File: src/rtl/alarme.sv
// alarme: alarm stage placed after the hour/minute/second counters.
// Holds an editable alarm time and rings a 1 Hz beep when the running time
// reaches hh:mm:00. Supports snooze, stop and an automatic ring timeout.
// Ports:
//   main_clock, main_reset     clock, asynchronous active-high reset
//   enable_1hz                 one-cycle pulse per second
//   h/m/s_msd, h/m/s_lsd       current time in BCD
//   alarm_en                   level enable; low cancels any alarm
//   btn_set_h/_m/_stop/_snooze asynchronous debounced buttons, active-high
//   al_h/m_msd, al_h/m_lsd     alarm time in BCD (registered)
//   buzzer, alarm_active, snoozing  registered status outputs
module alarme #(
  parameter int unsigned SNOOZE_MIN     = 5,
  parameter int unsigned RING_TIMEOUT_S = 60
) (
  input  logic       main_clock,
  input  logic       main_reset,
  input  logic       enable_1hz,
  input  logic [2:0] h_msd,
  input  logic [3:0] h_lsd,
  input  logic [2:0] m_msd,
  input  logic [3:0] m_lsd,
  input  logic [2:0] s_msd,
  input  logic [3:0] s_lsd,
  input  logic       alarm_en,
  input  logic       btn_set_h,
  input  logic       btn_set_m,
  input  logic       btn_stop,
  input  logic       btn_snooze,
  output logic [2:0] al_h_msd,
  output logic [3:0] al_h_lsd,
  output logic [2:0] al_m_msd,
  output logic [3:0] al_m_lsd,
  output logic       buzzer,
  output logic       alarm_active,
  output logic       snoozing
);

  typedef enum logic [1:0] {IDLE, RINGING, SNOOZE} state_t;

  localparam logic [11:0] SNOOZE_LOAD = 12'(SNOOZE_MIN * 60);
  localparam logic [7:0]  RING_LIMIT  = 8'(RING_TIMEOUT_S);

  state_t      r_state;
  logic [2:0]  r_al_h_msd;
  logic [3:0]  r_al_h_lsd;
  logic [2:0]  r_al_m_msd;
  logic [3:0]  r_al_m_lsd;
  logic [7:0]  r_ring_cnt;
  logic [11:0] r_snz_cnt;
  logic        r_beep;
  logic        r_buzzer;
  logic        r_active;
  logic        r_snoozing;
  logic        r_match_q;

  // Button bit order: {snooze, stop, set_m, set_h}
  logic [3:0]  r_btn_s1;
  logic [3:0]  r_btn_s2;
  logic [3:0]  r_btn_prev;
  logic [3:0]  w_btn_evt;

  logic        w_ev_set_h;
  logic        w_ev_set_m;
  logic        w_ev_stop;
  logic        w_ev_snooze;
  logic        w_match;
  logic        w_trigger;

  logic [2:0]  w_h_msd_nx;
  logic [3:0]  w_h_lsd_nx;
  logic [2:0]  w_m_msd_nx;
  logic [3:0]  w_m_lsd_nx;

  // Two-flop synchronizers plus a previous-value flop for edge detection
  always_ff @(posedge main_clock or posedge main_reset) begin
    if (main_reset) begin
      r_btn_s1   <= '0;
      r_btn_s2   <= '0;
      r_btn_prev <= '0;
    end else begin
      r_btn_s1   <= {btn_snooze, btn_stop, btn_set_m, btn_set_h};
      r_btn_s2   <= r_btn_s1;
      r_btn_prev <= r_btn_s2;
    end
  end

  assign w_btn_evt   = r_btn_s2 & ~r_btn_prev;
  assign w_ev_set_h  = w_btn_evt[0];
  assign w_ev_set_m  = w_btn_evt[1];
  assign w_ev_stop   = w_btn_evt[2];
  assign w_ev_snooze = w_btn_evt[3];

  assign w_match = (h_msd == r_al_h_msd) && (h_lsd == r_al_h_lsd) &&
                   (m_msd == r_al_m_msd) && (m_lsd == r_al_m_lsd) &&
                   (s_msd == 3'd0) && (s_lsd == 4'd0);
  // Rising edge of match only, so a held hh:mm:00 fires once
  assign w_trigger = w_match & ~r_match_q;

  // BCD hour increment, 23 wraps to 00
  always_comb begin
    w_h_msd_nx = r_al_h_msd;
    w_h_lsd_nx = r_al_h_lsd;
    if (r_al_h_msd == 3'd2 && r_al_h_lsd == 4'd3) begin
      w_h_msd_nx = 3'd0;
      w_h_lsd_nx = 4'd0;
    end else if (r_al_h_lsd == 4'd9) begin
      w_h_msd_nx = r_al_h_msd + 3'd1;
      w_h_lsd_nx = 4'd0;
    end else begin
      w_h_lsd_nx = r_al_h_lsd + 4'd1;
    end
  end

  // BCD minute increment, 59 wraps to 00 without carrying into the hour
  always_comb begin
    w_m_msd_nx = r_al_m_msd;
    w_m_lsd_nx = r_al_m_lsd;
    if (r_al_m_lsd == 4'd9) begin
      w_m_lsd_nx = 4'd0;
      w_m_msd_nx = (r_al_m_msd == 3'd5) ? 3'd0 : r_al_m_msd + 3'd1;
    end else begin
      w_m_lsd_nx = r_al_m_lsd + 4'd1;
    end
  end

  always_ff @(posedge main_clock or posedge main_reset) begin
    if (main_reset) begin
      r_state    <= IDLE;
      r_al_h_msd <= 3'd0;
      r_al_h_lsd <= 4'd6;
      r_al_m_msd <= 3'd0;
      r_al_m_lsd <= 4'd0;
      r_ring_cnt <= '0;
      r_snz_cnt  <= '0;
      r_beep     <= 1'b0;
      r_buzzer   <= 1'b0;
      r_active   <= 1'b0;
      r_snoozing <= 1'b0;
      r_match_q  <= 1'b0;
    end else begin
      r_match_q <= w_match;
      case (r_state)
        IDLE: begin
          if (w_ev_set_h) begin
            r_al_h_msd <= w_h_msd_nx;
            r_al_h_lsd <= w_h_lsd_nx;
          end
          if (w_ev_set_m) begin
            r_al_m_msd <= w_m_msd_nx;
            r_al_m_lsd <= w_m_lsd_nx;
          end
          if (w_trigger && alarm_en) begin
            r_state    <= RINGING;
            r_ring_cnt <= '0;
            r_beep     <= 1'b1;
            r_buzzer   <= 1'b1;
            r_active   <= 1'b1;
          end
        end
        RINGING: begin
          if (!alarm_en || w_ev_stop) begin
            r_state    <= IDLE;
            r_buzzer   <= 1'b0;
            r_active   <= 1'b0;
            r_snoozing <= 1'b0;
          end else if (w_ev_snooze) begin
            r_state    <= SNOOZE;
            r_snz_cnt  <= SNOOZE_LOAD;
            r_buzzer   <= 1'b0;
            r_snoozing <= 1'b1;
          end else if (enable_1hz) begin
            // Exit on the pulse that would make the count reach the limit
            if (r_ring_cnt + 8'd1 == RING_LIMIT) begin
              r_state    <= IDLE;
              r_buzzer   <= 1'b0;
              r_active   <= 1'b0;
              r_snoozing <= 1'b0;
            end else begin
              r_ring_cnt <= r_ring_cnt + 8'd1;
              r_beep     <= ~r_beep;
              r_buzzer   <= ~r_beep;
            end
          end
        end
        SNOOZE: begin
          if (!alarm_en || w_ev_stop) begin
            r_state    <= IDLE;
            r_buzzer   <= 1'b0;
            r_active   <= 1'b0;
            r_snoozing <= 1'b0;
          end else if (enable_1hz) begin
            if (r_snz_cnt == 12'd1) begin
              r_state    <= RINGING;
              r_ring_cnt <= '0;
              r_beep     <= 1'b1;
              r_buzzer   <= 1'b1;
              r_snoozing <= 1'b0;
            end else begin
              r_snz_cnt <= r_snz_cnt - 12'd1;
            end
          end
        end
        default: begin
          r_state    <= IDLE;
          r_buzzer   <= 1'b0;
          r_active   <= 1'b0;
          r_snoozing <= 1'b0;
        end
      endcase
    end
  end

  assign al_h_msd     = r_al_h_msd;
  assign al_h_lsd     = r_al_h_lsd;
  assign al_m_msd     = r_al_m_msd;
  assign al_m_lsd     = r_al_m_lsd;
  assign buzzer       = r_buzzer;
  assign alarm_active = r_active;
  assign snoozing     = r_snoozing;

endmodule

File: config.mk
export PLATFORM = sky130hd
export DESIGN_NAME = alarme
export DESIGN_NICKNAME = d
export VERILOG_FILES = /design/src/rtl/alarme.sv
export SDC_FILE = /design/constraint.sdc
export NUM_CORES = 1
export LEC_CHECK = 0
export CAP_MARGIN = 20
export CELL_PAD_IN_SITES_DETAIL_PLACEMENT = 2
export CELL_PAD_IN_SITES_GLOBAL_PLACEMENT = 2
export CORE_MARGIN = 2
export CORE_UTILIZATION = 37
export CTS_CLUSTER_SIZE = 30
export DETAILED_ROUTE_END_ITERATION = 10
export PLACE_DENSITY = 0.82
export SLEW_MARGIN = 20
export SYNTH_ARGS = -nofsm -noshare
export SYNTH_HDL_FRONTEND = slang
export SYNTH_SLANG_ARGS = --single-unit
File: constraint.sdc
create_clock -name main_clock -period 3.9 [get_ports main_clock]
set_clock_uncertainty 0.05 [all_clocks]
set_input_delay 0.585 -clock main_clock [delete_from_list [all_inputs] [get_ports main_clock]]
set_output_delay 0.585 -clock main_clock [all_outputs]
set_load 0.03 [all_outputs]
### Word-level counts from Yosys, hierarchy flattened

Index checks and enable logic that the tools add are counted.

| cells by class | value |
|---|---|
| $add $sub $neg | 6 |
| $mul | 0 |
| div/mod/pow operators | 0 |
| $lt $le $gt $ge | 0 |
| equal/unequal tests | 31 |
| shifts and indexed selects | 0 |
| muxes and demuxes | 57 |
| bitwise logic cells | 6 |
| reduce and logical (&&, ||, !) cells | 25 |

Operators by type and width:

| cell | number |
|---|---|
| 8-bit 2-to-1 mux | 8 |
| 12-bit 2-to-1 mux | 5 |
| 12-bit one-hot mux with 2 select lines | 1 |
| 8-bit one-hot mux with 3 select lines | 1 |
| 1-bit 2-to-1 mux | 23 |
| 2-bit != test, second input constant | 11 |
| 2-bit 2-to-1 mux | 8 |
| 3-bit != test, second input constant | 5 |
| 5-bit AND reduction | 3 |
| 12-bit by 1-bit == test with 1-bit output, second input constant | 1 |
| 4-bit 2-to-1 mux | 3 |
| 1-bit one-hot mux with 3 select lines | 4 |
| 12-bit by 1-bit subtractor with 12-bit output, second input constant | 1 |
| 3-bit 2-to-1 mux | 3 |
| 9-bit AND reduction | 1 |
| 4-bit by 1-bit adder with 4-bit output, second input constant | 2 |
| 8-bit by 1-bit adder with 8-bit output, second input constant | 1 |
| 4-bit == test | 2 |
| 4-bit == test, second input constant | 2 |
| 8-bit by 6-bit == test with 1-bit output, second input constant | 1 |
| 4-bit != test, second input constant | 2 |
| 1-bit logical AND | 7 |
| 3-bit by 1-bit adder with 3-bit output, second input constant | 2 |
| 3-bit == test | 2 |
| 21 further kinds | 26 |

| storage, ports and cells | value |
|---|---|
| register bits after elaboration | 53 |
| bits in latches | 0 |
| memory bits (writable) | 0 |
| bits in read-only memories | 0 |
| output and inout port bits | 17 |
| logic and storage cells | 140 |
| memories kept | 0 |

### Depth between registers and ports, before layout

| depth | value |
|---|---|
| depth in word-level cells | 10 |
| mapped depth | 8 |
| depth with buffers taken out | 8 |

### Least setup slack after synthesis

OpenSTA, ideal clock, no wires.

| timing path | value |
|---|---|
| kind | input port to flip-flop |
| start | input alarm_en |
| end | register r_snz_cnt[3] |
| library setup time | 0.129 ns |
| arrival time | 1.831 ns |
| required time | 3.721 ns |
| path slack | 1.890 ns |
| cell stages on the path | 6 |
| buffers on the path | 1 |
| cells stage by stage | nor2b_1 > clkbuf_2 > a21oi_1 > nor3_1 > xnor2_1 > nand2_1 |

| between the ends | value |
|---|---|
| word-level cells in the longest chain between the ends | 4 |
| elaborated cells on any way between the ends | 5 |

Ends and longest elaborated chain:

| what | RTL line | text |
|---|---|---|
| start: declaration | 25 | `input logic alarm_en,` |
| 1-bit logical NOT (*) | 162, 187 |  |
| 1-bit logical OR (*) | 162, 187 |  |
| 2-bit != test (no line) | - |  |
| 6-bit AND reduction (no line) (*) | - |  |
| end signal: assignment | 200 | `r_snz_cnt <= r_snz_cnt - 12'd1;` |
| end: declaration | 50 | `logic [11:0] r_snz_cnt;` |

Every way passes the cells marked *; elsewhere a longest branch is shown, timed or not.
A chain may end at the register's enable or synchronous reset.

### Worst setup path in the final report

| timing path | value |
|---|---|
| start | input alarm_en |
| end | register r_snz_cnt[5] |

Same word-level chain as after synthesis.

==> results.sh <==
export IMPL_clock_sink_count=53
export IMPL_ff_latch_area_sq_um=1330
export IMPL_cts_tree="done"
export IMPL_gp_congestion=0.735
export IMPL_end_kind="register"
export IMPL_ys_ff_latch=53
export IMPL_status="completed"
export IMPL_multiInputGateArea_sq_um=1550
export IMPL_cts_buffers=5
export IMPL_post_cts_resized=0
export IMPL_hold_viol_final=0
export IMPL_ioPinCount=46
export IMPL_core_area_sq_um=7770
export IMPL_fillers=832
export IMPL_clk_pin_slew_ps=100
export IMPL_min_period_ps=2570
export IMPL_syn2layout_area_growth_pct=22.8
export IMPL_via_per_inst=5.31
export IMPL_rsz0062_at_grt="no"
export IMPL_cts_max_level=2
export IMPL_start_util=0.382
export IMPL_relSlewSlack=0.535
export IMPL_final_net_count=380
export IMPL_grt_max_degree=31
export IMPL_p_per_area_nw_per_um2=628
export IMPL_path_max_fanout=7
export IMPL_syn_area_sq_um=2970
export IMPL_dieArea_sq_um=8750
export IMPL_power_mw=2.29
export IMPL_grt_usage=0.204
export IMPL_async_flop_share=1.00
export IMPL_worst_ep_arrival_time_ps=2700
export IMPL_dp_hpwl_um=6010
export IMPL_finalSetupViolCount=0
export IMPL_cts_setup_buffers=0
export IMPL_timing_fmax_mhz=389
export IMPL_grt_pass1_wl_um=14000
export IMPL_first_pass_iters=4
export IMPL_grt_pass1_vias=2607
export IMPL_required_ps=4030
export IMPL_drc_errors=0
export IMPL_antenna_found_initial=0
export IMPL_synth_warnings=0
export IMPL_seq_area_frac_synth=0.448
export IMPL_layout_commonest_cell="dfrtp_1"
export IMPL_clockRootBuffer="clkbuf_8"
export IMPL_clk_latency_ps=300
export IMPL_slew_viol_final=0
export IMPL_start_kind="input pin"
export IMPL_min_period_over_period=0.659
export IMPL_place_port_buffers=45
export IMPL_worst_pin_slew_ps=689
export IMPL_synthDistinctLibCells=66
export IMPL_finalSetupTns_ps=0
export IMPL_hp_class="reg -> reg"
export IMPL_fp_dieH_um=93.6
export IMPL_cts_buffer_depth=2
export IMPL_synth_edf_count=0
export IMPL_max_cap_violations=0
export IMPL_drt_initial_drc_count=56
export IMPL_synth_area_per_cell_sq_um=10.1
export IMPL_wl_per_cell_um=18.4
export IMPL_hold_buffers=0
export IMPL_criticalPathCategory="in -> reg"
export IMPL_drive_gt1_frac=0.0930
export IMPL_postRouteAntennaNets=0
export IMPL_leakage_nw=1.51
export IMPL_diodes=0
export IMPL_fp_row_count=32
export IMPL_final_cell_mix="51 x dfrtp_1, 45 x clkdlybuf4s50_1, 27 x nand2_1"
export IMPL_routed_wl_um=8210
export IMPL_synth_flop_cell="dfrtp_1"
export IMPL_ir_drop_v=0.000348
export IMPL_die_w_um=93.6
export IMPL_synth_nets=332
export IMPL_via_count=2369
export IMPL_grt_ovfl_total=0
export IMPL_synthCells=295
==> state kept, by name, summed over array words and instances, names as in the netlist <==
register      flops
al_m_lsd          4
buzzer            1
al_h_lsd          4
r_beep            1
alarm_active      1
r_state           2
r_match_q         1
al_m_msd          3
al_h_msd          3
r_snz_cnt        12
r_btn_s1          4
r_ring_cnt        8
r_btn_s2          4
snoozing          1
r_btn_prev        4
==> per-stage QoR <==
step	util	cell area (sq um)	hold slack, ps	setup slack (ps)	std cells
5_1_grt	0.469	3640	324	1160	446
3_5_place_dp	0.454	3520	287	996	437
6_report	0.469	3640	308	1330	446
3_3_place_gp	0.454	3520	282	1090	437
4_1_cts	0.468	3640	311	1280	445
2_1_floorplan	-	2970	281	1890	295
==> cells in the mapped netlist (3+ instances only) <==
cell type | count | area (sq um)
a21oi_1 | 12 | 60.1
nand2b_1 | 7 | 43.8
nor3_1 | 11 | 55.1
a21o_1 | 6 | 45.0
and3_1 | 3 | 18.8
nor4_1 | 4 | 25.0
o21ai_0 | 12 | 60.1
and2_1 | 4 | 25.0
or4_1 | 3 | 22.5
nand4_1 | 5 | 31.3
mux2i_1 | 3 | 30.0
nand3_1 | 13 | 65.1
xnor2_1 | 23 | 201
dfrtp_1 | 51 | 1280
ha_1 | 8 | 100
nand2_1 | 27 | 101
inv_1 | 14 | 52.6
clkbuf_1 | 3 | 11.3
nor2b_1 | 5 | 31.3
nor2_1 | 19 | 71.3
o31ai_1 | 3 | 22.5
==> where the power goes <==
part / switching (mW) / internal, mW / leakage (nW)
logic: 0.522 / 0.437 / 0.798
clock network: 0.185 / 0.193 / 0.0554
registers: 0.236 / 0.714 / 0.659
total: 0.943 / 1.34 / 1.51
==> final timing paths <==
kind | startpoint | endpoint | slack [ps] | cells after the start
worst max-delay path | alarm_en | r_snz_cnt[5]$_DFFE_PP0P_ | 1330 | 7
worst min-delay path | r_btn_s1[2]$_DFF_PP0_ | r_btn_s2[2]$_DFF_PP0_ | 310 | 0
worst max register to register | r_state[0]$_DFFE_PP0P_ | r_ring_cnt[7]$_DFFE_PP0P_ | 1430 | 6
worst min register to register | r_btn_s1[2]$_DFF_PP0_ | r_btn_s2[2]$_DFF_PP0_ | 310 | 0
max in group asynchronous | main_reset | al_h_lsd[2]$_DFFE_PP1P_ | 2400 | 3
min in group asynchronous | main_reset | r_btn_s1[0]$_DFF_PP0_ | 570 | 2
==> cells by family (layout without fill, tap and decap cells) <==
logic type               after synthesis  in the layout  synth area share
AND/OR/NAND/NOR                      122            122             0.247
AO/OA/AOI/OAI                         62             62             0.154
multiplexers                           4              4            0.0139
XOR/XNOR                              25             25            0.0738
buffers and inverters                 21             70            0.0299
flip-flops                            53             53             0.448
adder cells (fa/ha/maj)                8              8            0.0337
==> layer usage <==
layer | track usage | vias up | wire length (um)
met5 | 0 | - | 0
met4 | 0.0399 | 0 | 79
met3 | 0.0306 | 6 | 168
met2 | 0.341 | 22 | 4130
met1 | 0.284 | 1189 | 3830
li1 | - | 1152 | -
==> layout make-up <==
| cell class | instances | area share |
|---|---|---|
| multi-input cells | 221 | 0.425 |
| flip-flops and latches | 53 | 0.365 |
| repair buffers | 48 | 0.130 |
| clock inverters | 2 | 0.0106 |
| inverters | 14 | 0.0144 |
| well taps | 102 | 0.0350 |
| clock buffers | 6 | 0.0199 |
==> critical path, stage by stage <==
cell             delay (ps)
clkdlybuf4s50_1         520
nor2b_1                 490
a21oi_1                 270
clkbuf_4                250
nor4_1                  340
xnor2_1                 160
nand2_1                  70
Note: power is estimated with default switching activity, not from simulation.
